<file path="config.mk">
export PLATFORM = sky130hd
export DESIGN_NAME = trap_controller_flat
export DESIGN_NICKNAME = d
export VERILOG_FILES = /design/src/rtl/trap_controller_pkg.sv /design/src/rtl/trap_controller_if.sv /design/src/rtl/trap_controller_prio_enc.sv /design/src/rtl/trap_controller.sv /design/src/flat_wrapper.sv
export SDC_FILE = /design/constraint.sdc
export NUM_CORES = 1
export LEC_CHECK = 0
export BUFFER_PORTS_ARGS = -buffer_cell sky130_fd_sc_hd__buf_2
export CORE_AREA = 2 2 242 244
export CTS_CLUSTER_SIZE = 16
export DETAILED_ROUTE_END_ITERATION = 8
export DIE_AREA = 0 0 244 246
export GPL_TIMING_DRIVEN = 0
export HOLD_SLACK_MARGIN = 0.12
export SLEW_MARGIN = 20
export SYNTH_ARGS = -nofsm -noshare
export SYNTH_HDL_FRONTEND = slang
export SYNTH_SLANG_ARGS = --single-unit
</file>
<file path="constraint.sdc">
create_clock -name clk -period 8.6 [get_ports clk]
set_clock_uncertainty 0.1 [all_clocks]
set_input_delay 1.29 -clock clk [delete_from_list [all_inputs] [get_ports clk]]
set_output_delay 1.29 -clock clk [all_outputs]
set_load 0.05 [all_outputs]
</file>
<file path="src/rtl/trap_controller_pkg.sv">
// Shared constants, state encoding and cause codes for the M-mode trap controller.
// Build option TRAP_VECTORED_EN makes mtvec[0] writable so async traps can be vectored.
package trap_pkg;

  localparam logic [11:0] CSR_MSTATUS = 12'h300;
  localparam logic [11:0] CSR_MIE     = 12'h304;
  localparam logic [11:0] CSR_MTVEC   = 12'h305;
  localparam logic [11:0] CSR_MEPC    = 12'h341;
  localparam logic [11:0] CSR_MCAUSE  = 12'h342;
  localparam logic [11:0] CSR_MTVAL   = 12'h343;
  localparam logic [11:0] CSR_MIP     = 12'h344;

  localparam int MSTATUS_MIE_BIT  = 3;
  localparam int MSTATUS_MPIE_BIT = 7;

  // Writable bits of mtvec[1:0]; bit 1 always reads 0, bit 0 is MODE when vectoring exists.
`ifdef TRAP_VECTORED_EN
  localparam logic [1:0] MTVEC_LOW_MASK = 2'b01;
`else
  localparam logic [1:0] MTVEC_LOW_MASK = 2'b00;
`endif

  typedef enum logic [1:0] {IDLE, DRAIN, REDIRECT} trap_state_e;

  localparam logic [5:0] EXC_BREAKPOINT = 6'd3;
  localparam logic [5:0] EXC_ECALL_M    = 6'd11;
  localparam logic [5:0] IRQ_MSI        = 6'd3;
  localparam logic [5:0] IRQ_MTI        = 6'd7;
  localparam logic [5:0] IRQ_MEI        = 6'd11;

endpackage

</file>
<file path="src/rtl/trap_controller_if.sv">
// Pipeline-facing bundle of the trap controller: trap requests, CSR port, redirect and status.
interface trap_controller_if #(
  parameter int N       = 64,
  parameter int NUM_EXC = 16,
  parameter int NUM_IRQ = 16
);
  logic [NUM_EXC-1:0] exceptSignal;
  logic [N-1:0]       excTval;
  logic [N-1:0]       PC_X;
  logic [N-1:0]       PC_next;
  logic [NUM_IRQ-1:0] irqIn;
  logic               mretIn;
  logic               pipeDrained;
  logic [11:0]        CSR_addr;
  logic [N-1:0]       CSR_In;
  logic               CSR_WriteEnable;
  logic [N-1:0]       CSR_ReadData;
  logic               flush;
  logic               redirectValid;
  logic [N-1:0]       redirectPC;
  logic               busy;
  logic [N-1:0]       mcause;
  logic [N-1:0]       mepc;
  logic [N-1:0]       mtvec;
  logic               mstatus_MIE;

  modport slave (
    input  exceptSignal, excTval, PC_X, PC_next, irqIn, mretIn, pipeDrained,
           CSR_addr, CSR_In, CSR_WriteEnable,
    output CSR_ReadData, flush, redirectValid, redirectPC, busy,
           mcause, mepc, mtvec, mstatus_MIE
  );

  modport master (
    output exceptSignal, excTval, PC_X, PC_next, irqIn, mretIn, pipeDrained,
           CSR_addr, CSR_In, CSR_WriteEnable,
    input  CSR_ReadData, flush, redirectValid, redirectPC, busy,
           mcause, mepc, mtvec, mstatus_MIE
  );
endinterface

</file>
<file path="src/rtl/trap_controller_prio_enc.sv">
// Trap priority encoder: exceptions (lowest index) beat interrupts (11, 3, 7, then lowest index).
module trap_prio_enc
  import trap_pkg::*;
#(
  parameter int NUM_EXC = 16,
  parameter int NUM_IRQ = 16
) (
  input  logic [NUM_EXC-1:0] exc_i,
  input  logic [NUM_IRQ-1:0] irq_i,
  output logic               valid_o,
  output logic               async_o,
  output logic [5:0]         code_o
);

  localparam int HI_PRIO [3] = '{int'(IRQ_MTI), int'(IRQ_MSI), int'(IRQ_MEI)};

  // Later assignments override earlier ones, so sources are visited from lowest to highest priority.
  always_comb begin
    valid_o = 1'b0;
    async_o = 1'b0;
    code_o  = '0;
    for (int i = NUM_IRQ - 1; i >= 0; i--) begin
      if (irq_i[i] && i != HI_PRIO[0] && i != HI_PRIO[1] && i != HI_PRIO[2]) begin
        valid_o = 1'b1;
        async_o = 1'b1;
        code_o  = 6'(i);
      end
    end
    for (int k = 0; k < 3; k++) begin
      for (int i = 0; i < NUM_IRQ; i++) begin
        if (irq_i[i] && i == HI_PRIO[k]) begin
          valid_o = 1'b1;
          async_o = 1'b1;
          code_o  = 6'(i);
        end
      end
    end
    for (int i = NUM_EXC - 1; i >= 0; i--) begin
      if (exc_i[i]) begin
        valid_o = 1'b1;
        async_o = 1'b0;
        code_o  = 6'(i);
      end
    end
  end

endmodule

</file>
<file path="src/rtl/trap_controller.sv">
// M-mode trap controller: owns the trap CSRs and sequences trap entry / mret as IDLE->DRAIN->REDIRECT.
// Build option TRAP_VECTORED_EN (see trap_pkg) enables vectored mtvec mode.
module trap_controller
  import trap_pkg::*;
#(
  parameter int N       = 64,
  parameter int NUM_EXC = 16,
  parameter int NUM_IRQ = 16
) (
  input  logic             clk,
  input  logic             reset,
  trap_controller_if.slave bus
);

  trap_state_e        state_q, state_d;
  logic               mstatusMie_q, mstatusMie_d;
  logic               mstatusMpie_q, mstatusMpie_d;
  logic [NUM_IRQ-1:0] mieReg_q, mieReg_d;
  logic [NUM_IRQ-1:0] mip_q, mip_d;
  logic [N-1:0]       mtvec_q, mtvec_d;
  logic [N-1:0]       mepc_q, mepc_d;
  logic [N-1:0]       mcause_q, mcause_d;
  logic [N-1:0]       mtval_q, mtval_d;
  logic               isMret_q, isMret_d;

  logic               trapValid, trapAsync;
  logic [5:0]         trapCode;
  logic [NUM_IRQ-1:0] eligibleIrq;
  logic               idle, takeTrap, takeMret, csrWe;
  logic [N-1:0]       trapTarget, csrRead;

  assign eligibleIrq = mip_q & mieReg_q & {NUM_IRQ{mstatusMie_q}};

  trap_prio_enc #(.NUM_EXC(NUM_EXC), .NUM_IRQ(NUM_IRQ)) u_prio (
    .exc_i   (bus.exceptSignal),
    .irq_i   (eligibleIrq),
    .valid_o (trapValid),
    .async_o (trapAsync),
    .code_o  (trapCode)
  );

  // Reset is folded into the trap decision so flush stays low while reset is held.
  assign idle     = (state_q == IDLE);
  assign takeTrap = idle && trapValid && !reset;
  assign takeMret = idle && !trapValid && bus.mretIn && !reset;
  assign csrWe    = idle && bus.CSR_WriteEnable;

  always_ff @(posedge clk or posedge reset) begin
    if (reset) state_q <= IDLE;
    else       state_q <= state_d;
  end

  always_comb begin
    state_d = state_q;
    case (state_q)
      IDLE:     if (takeTrap) state_d = DRAIN;
                else if (takeMret) state_d = REDIRECT;
      DRAIN:    if (bus.pipeDrained) state_d = REDIRECT;
      REDIRECT: state_d = IDLE;
      default:  state_d = IDLE;
    endcase
  end

  assign trapTarget = {mtvec_q[N-1:2], 2'b00} +
                      ((mtvec_q[0] && mcause_q[N-1]) ? {{(N-8){1'b0}}, mcause_q[5:0], 2'b00} : '0);

  always_comb begin
    bus.flush         = takeTrap;
    bus.busy          = !idle;
    bus.redirectValid = (state_q == REDIRECT);
    bus.redirectPC    = '0;
    if (state_q == REDIRECT) bus.redirectPC = isMret_q ? mepc_q : trapTarget;
  end

  // Software writes are applied first; trap entry / mret then override the registers they own.
  always_comb begin
    mstatusMie_d  = mstatusMie_q;
    mstatusMpie_d = mstatusMpie_q;
    mieReg_d      = mieReg_q;
    mip_d         = bus.irqIn;
    mtvec_d       = mtvec_q;
    mepc_d        = mepc_q;
    mcause_d      = mcause_q;
    mtval_d       = mtval_q;
    isMret_d      = isMret_q;
    if (csrWe) begin
      case (bus.CSR_addr)
        CSR_MSTATUS: begin
          mstatusMie_d  = bus.CSR_In[MSTATUS_MIE_BIT];
          mstatusMpie_d = bus.CSR_In[MSTATUS_MPIE_BIT];
        end
        CSR_MIE:    mieReg_d = bus.CSR_In[NUM_IRQ-1:0];
        CSR_MTVEC:  mtvec_d  = {bus.CSR_In[N-1:2], bus.CSR_In[1:0] & MTVEC_LOW_MASK};
        CSR_MEPC:   mepc_d   = {bus.CSR_In[N-1:2], 2'b00};
        CSR_MCAUSE: mcause_d = bus.CSR_In;
        CSR_MTVAL:  mtval_d  = bus.CSR_In;
        default: ;
      endcase
    end
    if (takeTrap) begin
      mepc_d        = trapAsync ? {bus.PC_next[N-1:2], 2'b00} : {bus.PC_X[N-1:2], 2'b00};
      mcause_d      = {trapAsync, {(N-7){1'b0}}, trapCode};
      mtval_d       = trapAsync ? '0 : bus.excTval;
      mstatusMpie_d = mstatusMie_q;
      mstatusMie_d  = 1'b0;
      isMret_d      = 1'b0;
    end else if (takeMret) begin
      mstatusMie_d  = mstatusMpie_q;
      mstatusMpie_d = 1'b1;
      isMret_d      = 1'b1;
    end
  end

  always_ff @(posedge clk or posedge reset) begin
    if (reset) begin
      mstatusMie_q  <= 1'b0;
      mstatusMpie_q <= 1'b0;
      mieReg_q      <= '0;
      mip_q         <= '0;
      mtvec_q       <= '0;
      mepc_q        <= '0;
      mcause_q      <= '0;
      mtval_q       <= '0;
      isMret_q      <= 1'b0;
    end else begin
      mstatusMie_q  <= mstatusMie_d;
      mstatusMpie_q <= mstatusMpie_d;
      mieReg_q      <= mieReg_d;
      mip_q         <= mip_d;
      mtvec_q       <= mtvec_d;
      mepc_q        <= mepc_d;
      mcause_q      <= mcause_d;
      mtval_q       <= mtval_d;
      isMret_q      <= isMret_d;
    end
  end

  always_comb begin
    csrRead = '0;
    case (bus.CSR_addr)
      CSR_MSTATUS: begin
        csrRead[MSTATUS_MIE_BIT]  = mstatusMie_q;
        csrRead[MSTATUS_MPIE_BIT] = mstatusMpie_q;
      end
      CSR_MIE:    csrRead[NUM_IRQ-1:0] = mieReg_q;
      CSR_MTVEC:  csrRead = mtvec_q;
      CSR_MEPC:   csrRead = mepc_q;
      CSR_MCAUSE: csrRead = mcause_q;
      CSR_MTVAL:  csrRead = mtval_q;
      CSR_MIP:    csrRead[NUM_IRQ-1:0] = mip_q;
      default: ;
    endcase
  end

  assign bus.CSR_ReadData = csrRead;
  assign bus.mcause       = mcause_q;
  assign bus.mepc         = mepc_q;
  assign bus.mtvec        = mtvec_q;
  assign bus.mstatus_MIE  = mstatusMie_q;

endmodule

</file>
<file path="src/flat_wrapper.sv">
// flat-port wrapper written by rule: the top's interface ports become plain ports
module trap_controller_flat import trap_pkg::*;
#(
  parameter int N       = 64,
  parameter int NUM_EXC = 16,
  parameter int NUM_IRQ = 16
)
  (clk, reset, bus_exceptSignal, bus_excTval, bus_PC_X, bus_PC_next, bus_irqIn, bus_mretIn, bus_pipeDrained, bus_CSR_addr, bus_CSR_In, bus_CSR_WriteEnable, bus_CSR_ReadData, bus_flush, bus_redirectValid, bus_redirectPC, bus_busy, bus_mcause, bus_mepc, bus_mtvec, bus_mstatus_MIE);
  trap_controller_if #(.N(N), .NUM_EXC(NUM_EXC), .NUM_IRQ(NUM_IRQ)) bus_i ();
  input  logic clk;
  input  logic reset;
  input wire logic [$bits(bus_i.exceptSignal)-1:0] bus_exceptSignal;
  input wire logic [$bits(bus_i.excTval)-1:0] bus_excTval;
  input wire logic [$bits(bus_i.PC_X)-1:0] bus_PC_X;
  input wire logic [$bits(bus_i.PC_next)-1:0] bus_PC_next;
  input wire logic [$bits(bus_i.irqIn)-1:0] bus_irqIn;
  input wire logic [$bits(bus_i.mretIn)-1:0] bus_mretIn;
  input wire logic [$bits(bus_i.pipeDrained)-1:0] bus_pipeDrained;
  input wire logic [$bits(bus_i.CSR_addr)-1:0] bus_CSR_addr;
  input wire logic [$bits(bus_i.CSR_In)-1:0] bus_CSR_In;
  input wire logic [$bits(bus_i.CSR_WriteEnable)-1:0] bus_CSR_WriteEnable;
  output wire logic [$bits(bus_i.CSR_ReadData)-1:0] bus_CSR_ReadData;
  output wire logic [$bits(bus_i.flush)-1:0] bus_flush;
  output wire logic [$bits(bus_i.redirectValid)-1:0] bus_redirectValid;
  output wire logic [$bits(bus_i.redirectPC)-1:0] bus_redirectPC;
  output wire logic [$bits(bus_i.busy)-1:0] bus_busy;
  output wire logic [$bits(bus_i.mcause)-1:0] bus_mcause;
  output wire logic [$bits(bus_i.mepc)-1:0] bus_mepc;
  output wire logic [$bits(bus_i.mtvec)-1:0] bus_mtvec;
  output wire logic [$bits(bus_i.mstatus_MIE)-1:0] bus_mstatus_MIE;
  assign bus_i.exceptSignal = bus_exceptSignal;
  assign bus_i.excTval = bus_excTval;
  assign bus_i.PC_X = bus_PC_X;
  assign bus_i.PC_next = bus_PC_next;
  assign bus_i.irqIn = bus_irqIn;
  assign bus_i.mretIn = bus_mretIn;
  assign bus_i.pipeDrained = bus_pipeDrained;
  assign bus_i.CSR_addr = bus_CSR_addr;
  assign bus_i.CSR_In = bus_CSR_In;
  assign bus_i.CSR_WriteEnable = bus_CSR_WriteEnable;
  assign bus_CSR_ReadData = bus_i.CSR_ReadData;
  assign bus_flush = bus_i.flush;
  assign bus_redirectValid = bus_i.redirectValid;
  assign bus_redirectPC = bus_i.redirectPC;
  assign bus_busy = bus_i.busy;
  assign bus_mcause = bus_i.mcause;
  assign bus_mepc = bus_i.mepc;
  assign bus_mtvec = bus_i.mtvec;
  assign bus_mstatus_MIE = bus_i.mstatus_MIE;
  trap_controller #(.N(N), .NUM_EXC(NUM_EXC), .NUM_IRQ(NUM_IRQ)) u_core (.clk(clk), .reset(reset), .bus(bus_i));
endmodule
</file>
==> results.txt <==
Final setup viols: 0
H-tree level count: 2
Num rows: 88
Drt wl/cell: 26.1 µm
Slew Viols, Final: 0
Largest net degree at the start of global routing: 33
Initial cell density of the core: 27.9%
Fin crit share: 69.4%
CP max stage delay: 0.73 ns
CP top delay family: simple AND/OR/NAND/NOR gates
Iteration-0 DRC Markers: 1446
Cells on worst reg2reg path: 7
Post-Syn Area: 0.0160 mm²
Final ANT Viol Nets: 0
CP max-delay cell: clkbuf_1
Worst VDD drop: 0.144 mV
Fmax: 168 MHz
Nets: 2664
DRC: 0
FF-to-FF setup slack: 4.52 ns
Die area: 0.0600 mm²
Post-synth top area share: 45.3%
Area leader, netlist: dfrtp_1
Setup crit end kind: primary output
Io pins: 629
Reg-to-reg startpoint: u_core.mieReg_q[10]
Clock tree buffer depth: 3
Worst Max-Slew Pin Slew: 1.08 ns
Outcome: complete, no violations
Top_reg_cell synth: dfrtp_1
Cells after Synth: 1687
Crit path top cell by count: buf_2
CP required: 7.21 ns
Placed cell area: 0.0203 mm²
Crit start category: input pin
Die Y: 246 µm
Via Count: 17.1k
Total clock sinks: 289
Synth Register Bits: 289
Total core area: 0.0574 mm²
Post-DP HPWL: 63100 µm
Port bufs: 616
Setup Fix Bufs, Post-CTS: 0
Min-delay src: u_core.bus.mcause[61]
Asr flop ratio synth: 100%
Post-CTS sizing: 0
Yosys warnings: 0
Vias in the first global route: 17.2k
Clk Latency, worst-skew pair: 0.56 ns
Cell variety after synth: 59
Worst path cell trace: buf_2, nor4_4, nand4_1, nor3_4, buf_8, clkbuf_1, a22oi_1, nand3_1, buf_2
Synth top area cells: dfrtp_1 (45%), mux2i_1 (12%), nand2_1 (7.8%)
Power per cell area: 238 mW/mm²
Final Total Pwr: 0.00512 W
Post-synth EDFFs: 0
Clk root buf: clkbuf_16
Grt ovf: 0
Sequential fraction of the synthesis area: 45.3%
RSZ-0062 raised after global routing: false
CP Buf/Inv Count: 4
Hold Violations, Final: 0
Cts bufs inserted: 35
Placer Congestion: 0.976
Hold EP: u_core.bus.mcause[61]
Area grow syn2layout: 34.8%
CP arrival: 4.58 ns
Syn_area_per_cell: 9.47 µm²
Die Span X: 244 µm
Initial antenna violation count: 14
Slew HR: 28.1%
Vias per cell: 5.40
WHS Path Cells: 2
First-pass detailed-route iteration total: 8
Hold Path Class: reg -> reg
Ratio of cells with drive above 1 in the final layout: 35.4%
Final Cell Area: 0.0215 mm²
CTS tree: yes
Setup TNS: 0 ns
FF-to-FF End: u_core.bus.mepc[27]
Crit path kind: in -> out
# hold bufs at CTS: 0
Post-Route WL: 82400 µm
GR Util All Layers: 26.5%
Max-cap viol count: 0
Worst-path clk slew: 0.07 ns
P_leak: 10.7 nW
First-pass GRT wire length: 117000 µm
Tmin final: 5.97 ns
Critical Path Fanout Max: 10
## layer usage
metal	global-route usage (%)	vias up	share of wire (%)
li1	-	7458	-
met1	33.1	8446	39
met2	44.6	980	48
met3	5.73	160	9.0
met4	10.6	14	4.1
met5	0	-	0.097
## synthesized netlist by cell type (all sizes together) (2+ instances only)
cell	instances
nand3	8
a221oi	2
a2111oi	2
o211ai	4
a211oi	2
nor3	5
buf	51
nor4b	2
o22ai	63
clkbuf	97
nand2	335
nor4	8
a32o	2
mux2	80
and2	6
inv	9
mux2i	195
a31oi	3
nand2b	64
and4	2
nand4b	2
and3b	2
o21ai	122
o2bb2ai	2
a21oi	79
nand4	5
a32oi	62
dfrtp	289
a22oi	61
a222oi	15
or3	2
nor2	90
o31ai	3
## placed cells by master (no fill, tap or decap), drive strengths merged, types with 8 or more instances in the layout
master	synthesis	layout
nand2b	64	64
nand2	335	335
clkbuf	97	149
a222oi	15	15
diode	0	8
nor4	8	8
nand3	8	8
nor2	90	90
dfrtp	289	289
a21oi	79	79
o22ai	63	63
inv	9	12
mux2i	195	195
a22oi	61	61
a32oi	62	62
o21ai	122	122
buf	51	681
mux2	80	80
## tightest hold or removal path, stage by stage (launching register included)
cell     delay, ns
dfrtp_1       0.39
nand2_1       0.06
a21oi_1       0.05
## cell type report
type	count	area, µm²
diodes	8	20.0
plain buffers	148	658
clock buffers	52	1030
clock inverters	10	165
fillers	5914	35800
inverters	9	37.5
multi-input cells	1246	8110
flip-flops and latches	289	7230
well taps	765	957
repair buffers	630	3330
## worst max-delay path by stage
stage,from,endpoint,slack (ns),cells past startpoint
global placement,reset,u_core.bus.mtvec[44],1.40,2
global route,bus_CSR_addr[10],bus_CSR_ReadData[7],2.52,9
CTS,bus_CSR_addr[10],bus_CSR_ReadData[7],2.61,9
finish,bus_CSR_addr[10],bus_CSR_ReadData[7],2.63,9
floorplan,reset,u_core.bus.mcause[0],3.38,1
detailed placement,bus_CSR_addr[10],bus_CSR_ReadData[7],2.61,9
## metrics by stage
stage / worst slack, ns / instances / hold slack [ns] / util [%]
3_5_place_dp: 2.61 / 3087 / 0.433 / 35.4
5_1_grt: 2.52 / 3152 / 0.472 / 37.5
3_3_place_gp: 1.40 / 3073 / 0.426 / 34.9
6_report: 2.63 / 3157 / 0.439 / 37.6
2_1_floorplan: 3.38 / 1692 / 0.391 / -
4_1_cts: 2.61 / 3149 / 0.440 / 37.5
## registers in the layout, indices dropped and copies added (netlist names)
name	count
u_core.mtval_q	64
u_core.bus.mepc	62
u_core.state_q	2
u_core.mip_q	16
u_core.isMret_q	1
u_core.bus.mcause	64
u_core.mieReg_q	16
u_core.mstatusMpie_q	1
u_core.bus.mstatus_MIE	1
u_core.bus.mtvec	62
## power breakdown
part / switching [W] / internal (W)
Combinational: 0.00116 / 0.000483
Clock: 0.000635 / 0.000952
Sequential: 0.000273 / 0.00161
## kinds of logic (layout without fill, tap and decap cells)
group	after synthesis	in the layout	synth area share [%]
buffers and inverters	157	849	4.26
AO/OA/AOI/OAI	429	429	18.0
other	1	14	0.0235
multiplexers	275	275	17.9
flip-flops	289	289	45.3
AND/OR/NAND/NOR	536	536	14.6
(Power assumes the default switching activity.)
